File: src/rtl/typer_pkg.sv
// Shared definitions for the typing-game keyboard path.
//   - 5-bit event codes delivered to the typing counter
//   - PS/2 set-2 scancodes of the non-letter keys the game understands
package typer_pkg;

    localparam logic [4:0] EV_NONE  = 5'd0;
    localparam logic [4:0] EV_SPACE = 5'd27;
    localparam logic [4:0] EV_BKSP  = 5'd28;
    localparam logic [4:0] EV_ENTER = 5'd29;

    localparam logic [7:0] SC_SPACE = 8'h29;
    localparam logic [7:0] SC_BKSP  = 8'h66;
    localparam logic [7:0] SC_ENTER = 8'h5A;

endpackage

File: src/rtl/scan_to_code.sv
// Combinational PS/2 set-2 scancode -> 5-bit event code map.
// Letters map to 1..26 (lowercase only), space/backspace/enter to 27..29,
// everything else to EV_NONE. Also used by the VGA keyboard hint.
//   scancode  in   8  set-2 scancode (extended prefix stripped)
//   code      out  5  event code, EV_NONE when the key is not used
module scan_to_code
    import typer_pkg::*;
(
    input  logic [7:0] scancode,
    output logic [4:0] code
);

    always_comb begin
        case (scancode)
            8'h1C:    code = 5'd1;   // a
            8'h32:    code = 5'd2;   // b
            8'h21:    code = 5'd3;   // c
            8'h23:    code = 5'd4;   // d
            8'h24:    code = 5'd5;   // e
            8'h2B:    code = 5'd6;   // f
            8'h34:    code = 5'd7;   // g
            8'h33:    code = 5'd8;   // h
            8'h43:    code = 5'd9;   // i
            8'h3B:    code = 5'd10;  // j
            8'h42:    code = 5'd11;  // k
            8'h4B:    code = 5'd12;  // l
            8'h3A:    code = 5'd13;  // m
            8'h31:    code = 5'd14;  // n
            8'h44:    code = 5'd15;  // o
            8'h4D:    code = 5'd16;  // p
            8'h15:    code = 5'd17;  // q
            8'h2D:    code = 5'd18;  // r
            8'h1B:    code = 5'd19;  // s
            8'h2C:    code = 5'd20;  // t
            8'h3C:    code = 5'd21;  // u
            8'h2A:    code = 5'd22;  // v
            8'h1D:    code = 5'd23;  // w
            8'h22:    code = 5'd24;  // x
            8'h35:    code = 5'd25;  // y
            8'h1A:    code = 5'd26;  // z
            SC_SPACE: code = EV_SPACE;
            SC_BKSP:  code = EV_BKSP;
            SC_ENTER: code = EV_ENTER;
            default:  code = EV_NONE;
        endcase
    end

endmodule

File: src/rtl/key_event_queue.sv
// Turns raw KeyboardDecoder outputs into a filtered stream of character
// events (letters, space, backspace, enter) held in a small FIFO with a
// valid/ready interface toward the typing counter.
//   clk, rst     clock, async active-high reset
//   key_valid    one-cycle pulse when last_change updates
//   last_change  set-2 scancode of the latest key event
//   key_down     held-key bitmap indexed by scancode
//   enable       accept keystrokes (game running)
//   clear        synchronous flush of FIFO, overflow and repeat filter
//   ev_ready     consumer takes the head event
//   ev_valid     FIFO non-empty
//   ev_code      head event code, 0 when empty
//   level        number of stored events
//   overflow     sticky, an event was dropped on a full FIFO
module key_event_queue
    import typer_pkg::*;
#(
    parameter int DEPTH = 8,
    parameter int AW    = 3
) (
    input  logic          clk,
    input  logic          rst,
    input  logic          key_valid,
    input  logic [7:0]    last_change,
    input  logic [127:0]  key_down,
    input  logic          enable,
    input  logic          clear,
    input  logic          ev_ready,
    output logic          ev_valid,
    output logic [4:0]    ev_code,
    output logic [AW:0]   level,
    output logic          overflow
);

    logic [AW:0] wr_q, wr_d, rd_q, rd_d;
    logic [7:0]  held_q, held_d;
    logic        ovf_q, ovf_d;
    logic [4:0]  mem_q [DEPTH];

    logic [4:0]  code;
    logic        key_hit, make, brk, repeat_hit;
    logic        empty, full, push, pop, wr_en;

    scan_to_code u_map (
        .scancode (last_change),
        .code     (code)
    );

    // Scancodes with bit 7 set cannot index the bitmap and are ignored.
    assign key_hit    = key_down[last_change[6:0]];
    assign make       = key_valid & ~last_change[7] & key_hit;
    assign brk        = key_valid & ~last_change[7] & ~key_hit;
    assign repeat_hit = (last_change == held_q);

    // Pointers carry one extra wrap bit to tell full from empty.
    assign empty = (wr_q == rd_q);
    assign full  = (wr_q[AW] != rd_q[AW]) && (wr_q[AW-1:0] == rd_q[AW-1:0]);

    assign push  = make & (code != EV_NONE) & ~repeat_hit & enable & ~clear;
    assign pop   = ~empty & ev_ready & ~clear;
    // A full FIFO still accepts a push when the head leaves in the same cycle.
    assign wr_en = push & (~full | pop);

    always_comb begin
        wr_d   = wr_q;
        rd_d   = rd_q;
        ovf_d  = ovf_q;
        held_d = held_q;
        if (clear) begin
            wr_d   = '0;
            rd_d   = '0;
            ovf_d  = 1'b0;
            held_d = '0;
        end else begin
            if (wr_en)                wr_d  = wr_q + (AW+1)'(1);
            if (pop)                  rd_d  = rd_q + (AW+1)'(1);
            if (push & full & ~pop)   ovf_d = 1'b1;
            // Filter tracks make/break even when pushes are blocked.
            if (make & ~repeat_hit)       held_d = last_change;
            else if (brk & repeat_hit)    held_d = '0;
        end
    end

    always_ff @(posedge clk or posedge rst) begin
        if (rst) begin
            wr_q   <= '0;
            rd_q   <= '0;
            ovf_q  <= 1'b0;
            held_q <= '0;
        end else begin
            wr_q   <= wr_d;
            rd_q   <= rd_d;
            ovf_q  <= ovf_d;
            held_q <= held_d;
        end
    end

    // Storage needs no reset: an entry is only read after it was written.
    always_ff @(posedge clk) begin
        if (wr_en) mem_q[wr_q[AW-1:0]] <= code;
    end

    assign ev_valid = ~empty;
    assign ev_code  = empty ? EV_NONE : mem_q[rd_q[AW-1:0]];
    assign level    = wr_q - rd_q;
    assign overflow = ovf_q;

endmodule

File: config.mk
export PLATFORM = sky130hd
export DESIGN_NAME = key_event_queue
export DESIGN_NICKNAME = d
export VERILOG_FILES = /design/src/rtl/typer_pkg.sv /design/src/rtl/scan_to_code.sv /design/src/rtl/key_event_queue.sv
export SDC_FILE = /design/constraint.sdc
export NUM_CORES = 1
export LEC_CHECK = 0
export BUFFER_PORTS_ARGS = -buffer_cell sky130_fd_sc_hd__buf_2
export CAP_MARGIN = 20
export CORE_AREA = 2 2 92 103
export DETAILED_ROUTE_END_ITERATION = 10
export DIE_AREA = 0 0 94 105
export PLACE_DENSITY = 0.8
export SETUP_SLACK_MARGIN = 0.2
export SYNTH_ARGS = -nofsm -noshare
export SYNTH_HDL_FRONTEND = slang
export SYNTH_SLANG_ARGS = --single-unit
File: constraint.sdc
create_clock -name clk -period 2.9 [get_ports clk]
set_input_delay 0.145 -clock clk [delete_from_list [all_inputs] [get_ports clk]]
set_output_delay 0.145 -clock clk [all_outputs]
set_load 0.03 [all_outputs]
Yosys cells after proc, flatten, opt, wreduce, memory -nomap -nowiden. Memories as Yosys holds them, arrays and structs flattened. Cells that the tools add are included.

Flip-flop bits (word level): 17. Memories kept: 2. Output and inout bits: 11. Bits in writable memories: 40. Bits of input ports: 142. ROM bits: 640. Word-level logic and storage cells: 57.

Memories: (no name shown) (depth 128, bits a word 5, rd ports 1, clocked after Yosys merged registers in 0, write ports 0, line scan_to_code.sv:14) `case (scancode)`; mem_q (depth 8, bits a word 5, rd ports 1, clocked after Yosys merged registers in 0, write ports 1, line key_event_queue.sv:38) `logic [4:0] mem_q [DEPTH];`.

Order comparisons: 1. Bitwise operators: 22. Reductions and logical operators: 6. Mux-type cells: 15. $add $sub $neg: 3. Equal/unequal tests: 4.

Operators by type and width (number): 8-bit 2-to-1 mux (3); 4-bit 2-to-1 mux (4); 1-bit AND (14); 5-bit 2-to-1 mux (2); 4-bit by 1-bit adder with 4-bit output (second input constant) (2); 8-bit equality test (1); 7-bit by 8-bit less-than comparator with 1-bit output (second input constant) (1); 1-bit binary-select mux with 7-bit select (1); 1-bit inverter (7); 2-bit nonzero test (3); 1-bit 2-to-1 mux (5); 5-bit nonzero test (1); 4-bit equality test (1); 4-bit subtractor (1); 3-bit equality test (1); 3-bit nonzero test (1); 1-bit logical AND (1); 1-bit != test (1); 1-bit bitwise OR (1).

Logic depth before layout (Yosys ltp). Gate-level depths: netlist (run 1).

Depth in word-level cells: 11. Gate-level depth with buffers: 12. Mapped depth without buffers: 10.

Cells and area by module. From an unflattened synthesis (run 1), not the netlist that was laid out.

Cell total of the unflattened synthesis: 402. Area, all modules: 4565.6 um^2.

Modules (own cells, without submodules): key_event_queue (seq. area each 1626.6 um^2, instances 1, area an instance 3973.8 um^2, cells an instance 312); scan_to_code (seq. area each 0.0 um^2, instances 1, area an instance 591.8 um^2, cells an instance 90).

Least setup slack after synthesis (run 1). No wires, ideal clock.

Kind: input port to flip-flop. Start: input port last_change[0]. End: memory mem_q[0][0], enable pin. Arrival: 2.746 ns. Setup slack: -0.228 ns. Setup time: 0.381 ns. Buffers on the path: 2. Cell stages on the path: 12. Required time: 2.519 ns. Cell sequence: buf_4 buf_12 inv_1 ha_1 nand4b_1 o211ai_1 a22oi_1 a311oi_1 or3_1 o2111a_2 nand2_4 nor4_1.

Longest elaborated chain between the ends: 10. Elaborated cells between the ends (all ways): 15. Classes of those cells: 1 x eq/ne; 5 x mux; 7 x bitwise; 1 x reduce/logical; 1 x memory.

Ends and longest elaborated chain: start, declared (line key_event_queue.sv:24) `input logic [7:0] last_change,`; memory 128 x 5 bit; 5-bit 2-to-1 mux (line scan_to_code.sv:14); via code[3] (line key_event_queue.sv:40) `logic [4:0] code;`; 5-bit nonzero test (line key_event_queue.sv:59) `assign push = make & (code != EV_NONE) & ~repeat_hit & enable & ~clear;`; 1-bit AND (4 in series) (line key_event_queue.sv:59); 1-bit AND (line key_event_queue.sv:62) `assign wr_en = push & (~full | pop);`; 1-bit 2-to-1 mux (line key_event_queue.sv:100) `if (wr_en) mem_q[wr_q[AW-1:0]] <= code;`; 1-bit 2-to-1 mux (not written as such) (line key_event_queue.sv:100); end, declared (line key_event_queue.sv:38).

The timed path passes the listed nets, and every way through them passes these cells. The select of a mux whose other input is x is not followed.

Final worst setup path (run 1).
Start: input port last_change[0]. End: memory mem_q[0][0], enable pin.

Longest elaborated chain between the ends: 10. Elaborated cells between the ends (all ways): 15. Classes of those cells: 1 x eq/ne; 5 x mux; 7 x bitwise; 1 x reduce/logical; 1 x memory.

Ends and longest elaborated chain (line): memory 128 x 5 bit / 1-bit binary-select mux with 7-bit select (equally long branches); 5-bit 2-to-1 mux / 1-bit 2-to-1 mux (equally long branches) (scan_to_code.sv:14, key_event_queue.sv:50); 5-bit nonzero test / 1-bit AND (equally long branches) (key_event_queue.sv:59, key_event_queue.sv:51); 1-bit AND (key_event_queue.sv:59); 1-bit AND (*) (3 in series) (key_event_queue.sv:59); 1-bit AND (*) (key_event_queue.sv:62); 1-bit 2-to-1 mux (*) (key_event_queue.sv:100); 1-bit 2-to-1 mux (not written as such) (*) (key_event_queue.sv:100).

Every way passes the cells marked *; elsewhere a longest branch is shown, timed or not. The select of a mux whose other input is x is not followed.

==> impl_metrics.json, run 1 <==
{
  "relative_contribution_of_the_clock_network_to_total_power_pct": 37.0,
  "io-pin-count": 153,
  "core_area_um2": 8783,
  "synth-seq-cells": 57,
  "clk_pin_slew_ns": 0.07,
  "timing.max_cap.violations": 0,
  "worst_hold_path_type": "primary input to flop",
  "ir_worst_vdd_uv": 238.6,
  "max-slew-margin-rel_pct": 54.28,
  "post_drt_wl_per_cell_um": 18.17,
  "edff_count_synth": 40,
  "min_to": "held_q[7]",
  "total_power_mw": 2.187,
  "areaGrowthSynthToFinish_pct": 29.80,
  "rrSetupSlack_ns": 0.50,
  "cts-buffers-inserted": 9,
  "leakage_nw": 2.564,
  "reg2reg_start": "wr_q[1]",
  "grt_pass1_vias": 4210,
  "final_antenna_net_count": 0,
  "fin_crit_sh_pct": 87.69,
  "chipHeight_um": 105,
  "finalWorstPathRequiredPeriod_ns": 2.543,
  "synth_cell_type_count": 63,
  "finalHoldViolations": 0,
  "postSynthNetCount": 569,
  "detail_route.drc_violations": 0,
  "hold_depth": 2,
  "clock_latency_ns": 0.34,
  "yosysTopAreaCellShare_pct": 27.14,
  "worstRegToRegCells": 7,
  "first_drt_pass_iteration_count": 5,
  "synthesis.area_um2": 4425,
  "worst_ep_required_time_ns": 2.95,
  "global_route.overflow_total": 0,
  "place.port_buffers": 152,
  "switchingPower_mw": 0.5942,
  "post_dp_cell_area_um2": 5502,
  "die_width_um": 94,
  "crit-reg2reg-capture": "mem_q[0][0]",
  "grt_antenna_before_repair": 0,
  "dominantRegCellSynth": "sky130_fd_sc_hd__edfxtp_1",
  "number_of_standard_cells_after_synthesis": 417,
  "wirelength_um": 12740,
  "critical_path_class": "primary input to flop",
  "clock_tree.buffer_depth": 2,
  "maxSlewViolCount": 0,
  "finalNonFillerCells": 701,
  "ys_top_cells_by_area": "sky130_fd_sc_hd__edfxtp_1 (27%), sky130_fd_sc_hd__mux2i_1 (15%), sky130_fd_sc_hd__dfrtp_1 (9.6%), sky130_fd_sc_hd__mux4_2 (5.6%), sky130_fd_sc_hd__a22oi_1 (5.4%)",
  "detail_route.iter0.violations": 212,
  "combPwrFrac_pct": 22.4,
  "vias": 4171,
  "crit_path_end_kind": "flop",
  "synth_warnings": 0,
  "floorplan.initialDensity_pct": 50.38,
  "tritoncts": "built",
  "postSynth.asyncResetShare_pct": 29.82,
  "fin_worst_skew_ns": 0.008492,
  "hp-start": "key_valid",
  "final_layout_size_suffix_gt1_share_pct": 40.37,
  "row_count": 36,
  "gp_congestion": 1.009,
  "ctsHtreeMaxLevel": 3,
  "post-route-cell-area_um2": 5744,
  "power.sequential.fraction_pct": 40.6,
  "power_switching_share_pct": 27.16,
  "int_power_mw": 1.593,
  "floorplan.die_area_um2": 9870,
  "synth_sequential_area_ratio_pct": 36.75,
  "worst_slew_pin_slew_ns": 0.6851,
  "cts.sink_count": 57,
  "cts.root.buffer_cell": "sky130_fd_sc_hd__clkbuf_8",
  "hold_slack_ns": 0.04102,
  "cp_data_arrival_time_ns": 2.59,
  "setup.worst_path.start_class": "primary input",
  "mostFrequentLayoutCell": "sky130_fd_sc_hd__buf_2",
  "layout_common_cells": "sky130_fd_sc_hd__buf_2 (151), sky130_fd_sc_hd__mux2i_1 (66), sky130_fd_sc_hd__edfxtp_1 (40)",
  "nNetsFinal": 734,
  "grt_max_degree": 22,
  "unrepaired_setup_endpoints_after_global_routing": "false",
  "grt_first_pass_wirelength_um": 20070,
  "power.density_nw_per_um2": 380.8,
  "grt_use_total_pct": 25.88,
  "antennaDiodeCount": 0,
  "placed_cells": 683,
  "run_status": "finished, final reports clean",
  "avgViaCountPerCell": 5.950,
  "setup_viol": 0,
  "synth_area_leader_cell": "sky130_fd_sc_hd__edfxtp_1",
  "worst-path-max-fanout": 12,
  "syn_area_per_cell_um2": 10.61,
  "dp.final_hpwl_um": 9950,
  "max_clock_freq_mhz": 393.2,
  "num-fill-cells": 695
}
worst max-delay path: stages:
cell and delay, ns:
sky130_fd_sc_hd__buf_4 0.21, sky130_fd_sc_hd__inv_6 0.06, sky130_fd_sc_hd__ha_4 0.26, sky130_fd_sc_hd__or3b_1 0.35
sky130_fd_sc_hd__a41oi_1 0.18, sky130_fd_sc_hd__o21ai_1 0.10, sky130_fd_sc_hd__a221o_1 0.32, sky130_fd_sc_hd__nand2_1 0.11
sky130_fd_sc_hd__o2111a_2 0.27, sky130_fd_sc_hd__nand2_8 0.13, sky130_fd_sc_hd__nor4_4 0.27, sky130_fd_sc_hd__buf_4 0.18
through the flow:
step / setup TNS, ns / setup slack (ns) / utilization (%)
5_1_grt: 0 / 0.2297 / 65.40
3_5_place_dp: -0.1736 / -0.03482 / 62.64
3_3_place_gp: 0 / 0.009883 / 62.64
6_report: 0 / 0.3569 / 65.40
4_1_cts: 0 / 0.3087 / 65.23
2_1_floorplan: 0 / 0.2004 / -
power by group through the flow:
stage | sequential (mW) | combinational, mW | clock, mW
finish | 0.888 | 0.490 | 0.810
global route | 0.888 | 0.528 | 0.856
floorplan | 0.905 | 0.309 | 0
detailed placement | 0.904 | 0.481 | 0
global placement | 0.904 | 0.469 | 0
CTS | 0.887 | 0.485 | 0.816
worst max path at each step:
| stage | to | startpoint | slack [ns] |
|---|---|---|---|
| 2_1_floorplan | mem_q[0][0] | last_change[0] | 0.20 |
| 3_3_place_gp | mem_q[0][3] | last_change[0] | 0.01 |
| 3_5_place_dp | mem_q[0][0] | last_change[0] | -0.03 |
| 4_1_cts | mem_q[0][0] | last_change[0] | 0.31 |
| 5_1_grt | mem_q[0][0] | last_change[0] | 0.23 |
| 6_report | mem_q[0][0] | last_change[0] | 0.36 |
sequential cells by signal, summed over array words and instances (netlist names):
| register | cells |
|---|---|
| held_q | 8 |
| overflow | 1 |
| rd_q | 4 |
| mem_q | 40 |
| wr_q | 4 |
per-layer routing:
metal	track usage, %	share of wire (%)	vias up	wire length, µm
met5	0	0	-	0
met2	48.27	54	202	6883
met1	29.87	37	1991	4721
li1	-	-	1950	-
met3	4.758	6.8	28	868
met4	6.729	2.1	0	262
cells in the mapped netlist (all sizes together) (6+ instances only):
cell	count
clkbuf	7
xnor2	14
mux4	11
nand2	23
a22o	7
edfxtp	40
a22oi	33
nor2	21
nand3	6
dfrtp	17
o21ai	10
a21oi	37
inv	20
buf	23
ha	9
mux2i	66
nor4	8
repair_timing:
item	CTS	global route
endpoints found under the setup margin	0	5
hold endpoints to repair	17	0
setup buffers	0	1
hold buffers	1	0
gates resized for setup	0	1
layout make-up:
cell class	count	area, µm²	share of cell area, %
timing repair buffer	184	1018	17.73
sequential	57	1627	28.32
clock buffer	9	123.9	2.156
inverter	21	83.83	1.459
clock inverter	7	93.84	1.634
tap	114	142.6	2.483
multi-input combinational	309	2655	46.22
cell families (layout without fill, tap and decap cells):
family	Yosys count	after routing	share of synthesized area, %
fa+ha+maj	10	10	2.997
mux	79	79	21.03
buf+inv	51	221	6.870
simple gates	87	87	10.43
xor+xnor	16	16	3.167
compound gates	117	117	18.75
flops	57	57	36.75
Power figures use the tool's default switching activity.
==> run 2, diff against run 1 <==
==> constraint.sdc (replaced) <==
create_clock -name clk -period 2.4 [get_ports clk]
set_input_delay 0.12 -clock clk [delete_from_list [all_inputs] [get_ports clk]]
set_output_delay 0.12 -clock clk [all_outputs]
set_load 0.03 [all_outputs]
==> impl_metrics.json, run 2 (synthesis results as in run 1) <==
{
  "run_status": "finished, final reports clean",
  "power.density_nw_per_um2": 425.2,
  "clock_latency_ns": 0.34,
  "chipHeight_um": 105,
  "worst_ep_required_time_ns": 2.46,
  "worst_slew_pin_slew_ns": 0.6626,
  "power.sequential.fraction_pct": 37.7,
  "cp_data_arrival_time_ns": 2.45,
  "maxSlewViolCount": 0,
  "die_width_um": 94,
  "areaGrowthSynthToFinish_pct": 51.20,
  "hp-start": "key_valid",
  "tritoncts": "built",
  "clk_pin_slew_ns": 0.07,
  "cts-buffers-inserted": 9,
  "row_count": 36,
  "grt_first_pass_wirelength_um": 23940,
  "floorplan.initialDensity_pct": 50.38,
  "detail_route.iter0.violations": 373,
  "crit_path_end_kind": "flop",
  "detail_route.drc_violations": 0,
  "clock_tree.buffer_depth": 2,
  "cts.sink_count": 57,
  "dp.final_hpwl_um": 10760,
  "final_antenna_net_count": 0,
  "grt.met2_usage_pct": 54.34,
  "antennaDiodeCount": 0,
  "relative_contribution_of_the_clock_network_to_total_power_pct": 34.5,
  "final_layout_size_suffix_gt1_share_pct": 53.32,
  "int_power_mw": 2.043,
  "worst_hold_path_type": "primary input to flop",
  "worst-path-max-fanout": 7,
  "grt_antenna_before_repair": 0,
  "fin_worst_skew_ns": 0.007151,
  "placed_cells": 722,
  "top_usage_layer": "met2",
  "floorplan.die_area_um2": 9870,
  "ir_worst_vdd_uv": 347.4,
  "unrepaired_setup_endpoints_after_global_routing": "true",
  "mostFrequentLayoutCell": "sky130_fd_sc_hd__buf_2",
  "gp_congestion": 0.9387,
  "first_drt_pass_iteration_count": 4,
  "avgViaCountPerCell": 6.003,
  "critical_path_class": "primary input to flop",
  "setup_viol": 0,
  "max-slew-margin-rel_pct": 55.78,
  "max_clock_freq_mhz": 418.3,
  "grt_use_met1_pct": 35.73,
  "global_route.overflow_total": 0,
  "num-fill-cells": 562,
  "power_switching_share_pct": 28.20,
  "hold_slack_ns": 0.04814,
  "combPwrFrac_pct": 27.8,
  "reg2reg_start": "rd_q[2]",
  "grt_pass1_vias": 4882,
  "finalWorstPathRequiredPeriod_ns": 2.391,
  "leakage_nw": 2.997,
  "fin_crit_sh_pct": 99.61,
  "critical_path.startpoint": "last_change[2]",
  "wirelength_um": 15410,
  "timing.max_cap.violations": 0,
  "nNetsFinal": 809,
  "cts.root.buffer_cell": "sky130_fd_sc_hd__clkbuf_8",
  "switchingPower_mw": 0.8023,
  "finalNonFillerCells": 776,
  "grt_use_total_pct": 31.14,
  "layout_common_cells": "sky130_fd_sc_hd__buf_2 (150), sky130_fd_sc_hd__buf_4 (87), sky130_fd_sc_hd__mux2i_1 (65)",
  "post_drt_wl_per_cell_um": 19.86,
  "setup.worst_path.start_class": "primary input",
  "ctsHtreeMaxLevel": 3,
  "io-pin-count": 153,
  "largest_register_ffs": 40,
  "finalHoldViolations": 0,
  "grtUsageMet3_pct": 5.840,
  "place.port_buffers": 152,
  "vias": 4658,
  "post_dp_cell_area_um2": 5829,
  "core_area_um2": 8783,
  "grt_max_degree": 18,
  "post-route-cell-area_um2": 6691
}
-- run 2: changes by cell type in the layout (fill, tap and decap cells not counted), sizes merged --
cell,previous run,this run
nand2,23,24
nor2b,4,5
inv,21,20
buf,183,255
clkbuf,9,11
-- run 2: path summary, 6_finish.rpt --
| kind | to | slack, ns | cells after the start |
|---|---|---|---|
| hold / removal | held_q[7] | 0.05 | 2 |
| setup / recovery | mem_q[4][4] | 0.009 | 12 |
| min in group asynchronous | held_q[4] | 0.42 | 3 |
| hold reg to reg | held_q[3] | 0.52 | 1 |
| setup reg to reg | mem_q[4][4] | 0.21 | 8 |
| max in group asynchronous | wr_q[0] | 1.52 | 3 |
-- run 2: routing by layer --
metal  share of wire, %  vias up
met2                 52      264
met3                7.1       56
li1                   -     2101
met1                 36     2237
met5                  0        -
met4                4.6        0
-- run 2: power by group through the flow --
stage / logic, mW / clock network [mW] / registers (mW)
2_1_floorplan: 0.378 / 0 / 1.09
3_3_place_gp: 0.630 / 0 / 1.09
4_1_cts: 0.724 / 0.970 / 1.07
3_5_place_dp: 0.643 / 0 / 1.09
5_1_grt: 0.845 / 1.03 / 1.07
6_report: 0.790 / 0.983 / 1.07
-- run 2: per-stage QoR --
stage	TNS (ns)	setup slack, ns	power [mW]	util, %
6_report	0	0.009329	2.845	76.18
5_1_grt	-1.158	-0.04955	2.946	76.18
4_1_cts	0	0.01291	2.766	73.73
3_5_place_dp	-29.64	-0.7125	1.736	66.37
3_3_place_gp	-22.62	-0.5336	1.723	66.37
2_1_floorplan	-10.17	-0.2714	1.472	-
-- run 2: critical path, cell delays in order --
cell and delay, ns:
sky130_fd_sc_hd__buf_4 0.15, sky130_fd_sc_hd__and2_4 0.20, sky130_fd_sc_hd__buf_4 0.14, sky130_fd_sc_hd__buf_4 0.12, sky130_fd_sc_hd__a22oi_1 0.17, sky130_fd_sc_hd__a21oi_1 0.13
sky130_fd_sc_hd__o41ai_2 0.33, sky130_fd_sc_hd__and4_4 0.31, sky130_fd_sc_hd__o2111a_2 0.31, sky130_fd_sc_hd__nand2_8 0.11, sky130_fd_sc_hd__nor4_4 0.16, sky130_fd_sc_hd__buf_4 0.19
-- run 2: timing repair --
action,4_1_cts,5_1_grt
setup endpoints to repair,52,54
hold buffers,1,0
hold endpoints to repair,17,0
cloned,5,1
buffers inserted,23,8
gates resized for setup,39,33
pin swaps,25,28
-- run 2: final cells by class --
class / instances / area (µm²) / share of cell area, %
clock buffer: 10 / 127.6 / 1.907
clock inverter: 6 / 82.58 / 1.234
inverter: 21 / 86.33 / 1.290
multi-input combinational: 311 / 2914 / 43.55
sequential: 57 / 1628 / 24.33
tap: 114 / 142.6 / 2.132
timing repair buffer: 257 / 1710 / 25.56
==> run 3, diff against run 2 <==
--- a/config.mk
+++ b/config.mk
@@ -7,10 +7,10 @@
 export LEC_CHECK = 0
 export BUFFER_PORTS_ARGS = -buffer_cell sky130_fd_sc_hd__buf_2
 export CAP_MARGIN = 20
-export CORE_AREA = 2 2 92 103
+export CORE_AREA = 2 2 97 108
 export DETAILED_ROUTE_END_ITERATION = 10
-export DIE_AREA = 0 0 94 105
-export PLACE_DENSITY = 0.8
+export DIE_AREA = 0 0 99 110
+export PLACE_DENSITY = 0.76
 export SETUP_SLACK_MARGIN = 0.2
 export SYNTH_ARGS = -nofsm -noshare
 export SYNTH_HDL_FRONTEND = slang
==> constraint.sdc (replaced) <==
create_clock -name clk -period 2.12 [get_ports clk]
set_input_delay 0.106 -clock clk [delete_from_list [all_inputs] [get_ports clk]]
set_output_delay 0.106 -clock clk [all_outputs]
set_load 0.03 [all_outputs]
==> impl_metrics.json, run 3 (synthesis results as in run 1) <==
{
  "dp.final_hpwl_um": 10730,
  "tritoncts": "built",
  "power.density_nw_per_um2": 429.0,
  "wirelength_um": 17270,
  "setup_viol": 45,
  "reg2reg_start": "held_q[4]",
  "cts.root.buffer_cell": "sky130_fd_sc_hd__clkbuf_8",
  "place.port_buffers": 152,
  "die_width_um": 99,
  "grt_max_degree": 19,
  "num-fill-cells": 610,
  "nNetsFinal": 826,
  "crit_path_end_kind": "flop",
  "leakage_nw": 3.122,
  "largest_register_ffs": 40,
  "mostFrequentLayoutCell": "sky130_fd_sc_hd__buf_2",
  "final_antenna_net_count": 0,
  "floorplan.die_area_um2": 10890,
  "gp_congestion": 0.9026,
  "violations_in_the_final_reports": "negative setup slack",
  "worst_hold_path_type": "primary input to flop",
  "cts-buffers-inserted": 9,
  "detail_route.drc_violations": 0,
  "setup_slack_of_the_critical_path_after_layout_ns": -0.4130,
  "hp-start": "clear",
  "maxSlewViolCount": 0,
  "final_layout_size_suffix_gt1_share_pct": 56.64,
  "cts.sink_count": 57,
  "vias": 4816,
  "fin_crit_sh_pct": 119.5,
  "post_dp_cell_area_um2": 5933,
  "antennaDiodeCount": 0,
  "crit-reg2reg-capture": "mem_q[2][1]",
  "ir_worst_vdd_uv": 245.6,
  "timing.max_cap.violations": 0,
  "floorplan.initialDensity_pct": 45.40,
  "layout_common_cells": "sky130_fd_sc_hd__buf_2 (141), sky130_fd_sc_hd__buf_4 (100), sky130_fd_sc_hd__mux2i_1 (66)",
  "chipHeight_um": 110,
  "clock_latency_ns": 0.34,
  "clock_tree.buffer_depth": 2,
  "worstRegToRegCells": 9,
  "avgViaCountPerCell": 6.035,
  "first_drt_pass_iteration_count": 5,
  "post-route-cell-area_um2": 7053,
  "finalHoldViolations": 0,
  "critical_path_class": "primary input to flop",
  "finalCoreUtilization_pct": 72.36,
  "hold_depth": 3,
  "worst_ep_required_time_ns": 2.18,
  "clk_pin_slew_ns": 0.06,
  "ctsHtreeMaxLevel": 3,
  "row_count": 38,
  "core_area_um2": 9747,
  "cp_data_arrival_time_ns": 2.59,
  "grt_use_total_pct": 29.01,
  "unrepaired_setup_endpoints_after_global_routing": "true",
  "post_drt_wl_per_cell_um": 21.64,
  "run_status": "finished with violations",
  "grt_pass1_vias": 4874,
  "worst_slew_pin_slew_ns": 0.6821,
  "rrSetupSlack_ns": -0.12,
  "max_clock_freq_mhz": 394.8,
  "max-slew-margin-rel_pct": 54.48,
  "detail_route.iter0.violations": 566,
  "fin_worst_skew_ns": 0.01136,
  "grt_first_pass_wirelength_um": 24530,
  "io-pin-count": 153,
  "areaGrowthSynthToFinish_pct": 59.37,
  "setup.worst_path.start_class": "primary input",
  "grt_antenna_before_repair": 0,
  "global_route.overflow_total": 0,
  "worst-path-max-fanout": 17,
  "min_to": "rd_q[2]",
  "finalWorstPathRequiredPeriod_ns": 2.533
}
[run 3: cell types whose count changed in the layout (fill, tap and decap cells not counted), moves of 4 or more]
cell	before	now
sky130_fd_sc_hd__buf_2	150	141
sky130_fd_sc_hd__a21oi_4	0	4
sky130_fd_sc_hd__nand2_2	0	7
sky130_fd_sc_hd__buf_12	2	8
sky130_fd_sc_hd__nand2_1	22	15
sky130_fd_sc_hd__buf_4	87	100
[run 3: power by group]
group / leakage [nW] / switching (mW) / internal, mW
clock network: 0.0766 / 0.425 / 0.409
registers: 0.600 / 0.00963 / 1.21
logic: 2.45 / 0.470 / 0.503
[run 3: timing repair]
item / in CTS / in global routing
gates resized for setup: 71 / 48
setup endpoints to repair: 63 / 66
pin swaps: 45 / 17
gates cloned: 6 / 0
endpoints found under the hold margin: 18 / 0
setup buffers: 26 / 13
hold buffers: 2 / 0
[run 3: worst max path at each step]
stage	cells after the start	slack [ns]	startpoint	end
after CTS	12	-0.26	last_change[0]	mem_q[4][3]
after detailed placement	11	-0.82	last_change[0]	mem_q[4][2]
after global routing	15	-0.46	last_change[0]	mem_q[2][1]
final	13	-0.41	last_change[2]	mem_q[2][1]
after floorplan	12	-0.54	last_change[0]	mem_q[1][0]
after global placement	10	-0.75	last_change[0]	mem_q[4][3]
[run 3: per-layer routing]
| metal | vias to the layer above | track usage [%] | part of all wire (%) |
|---|---|---|---|
| li1 | 2131 | - | - |
| met4 | 0 | 12.92 | 5.5 |
| met2 | 321 | 52.32 | 52 |
| met1 | 2286 | 33.18 | 35 |
| met3 | 78 | 6.242 | 7.7 |
| met5 | - | 0 | 0 |
[run 3: area by class of cell]
| class | instances | area, µm² | share of cell area, % |
|---|---|---|---|
| Multi-Input combinational cell | 310 | 2985 | 42.33 |
| Inverter | 21 | 100.1 | 1.419 |
| Timing Repair Buffer | 275 | 2036 | 28.86 |
| Clock inverter | 4 | 21.27 | 0.3016 |
| Sequential cell | 57 | 1629 | 23.10 |
| Clock buffer | 11 | 131.4 | 1.863 |
| Tap cell | 120 | 150.1 | 2.129 |
[run 3: metrics by stage]
step,std cells,hold slack (ns),worst slack (ns),TNS (ns),power [mW]
final,798,0.1182,-0.4130,-14.73,3.026
after CTS,785,0.09818,-0.2622,-7.515,2.913
after detailed placement,736,0.2257,-0.8188,-36.65,1.988
after global routing,798,0.1263,-0.4637,-17.62,3.137
after global placement,736,0.2159,-0.7491,-34.03,1.971
after floorplan,417,0.03200,-0.5369,-21.60,1.668
[run 3: critical path, stage by stage]
cell	delay [ns]
sky130_fd_sc_hd__buf_2	0.15
sky130_fd_sc_hd__buf_4	0.22
sky130_fd_sc_hd__nand4b_1	0.23
sky130_fd_sc_hd__buf_4	0.18
sky130_fd_sc_hd__o211ai_1	0.16
sky130_fd_sc_hd__a22oi_1	0.12
sky130_fd_sc_hd__a311oi_2	0.25
sky130_fd_sc_hd__or3_4	0.20
sky130_fd_sc_hd__o2111a_2	0.30
sky130_fd_sc_hd__buf_12	0.13
sky130_fd_sc_hd__nand2_4	0.09
sky130_fd_sc_hd__nor4_4	0.25
sky130_fd_sc_hd__buf_4	0.20
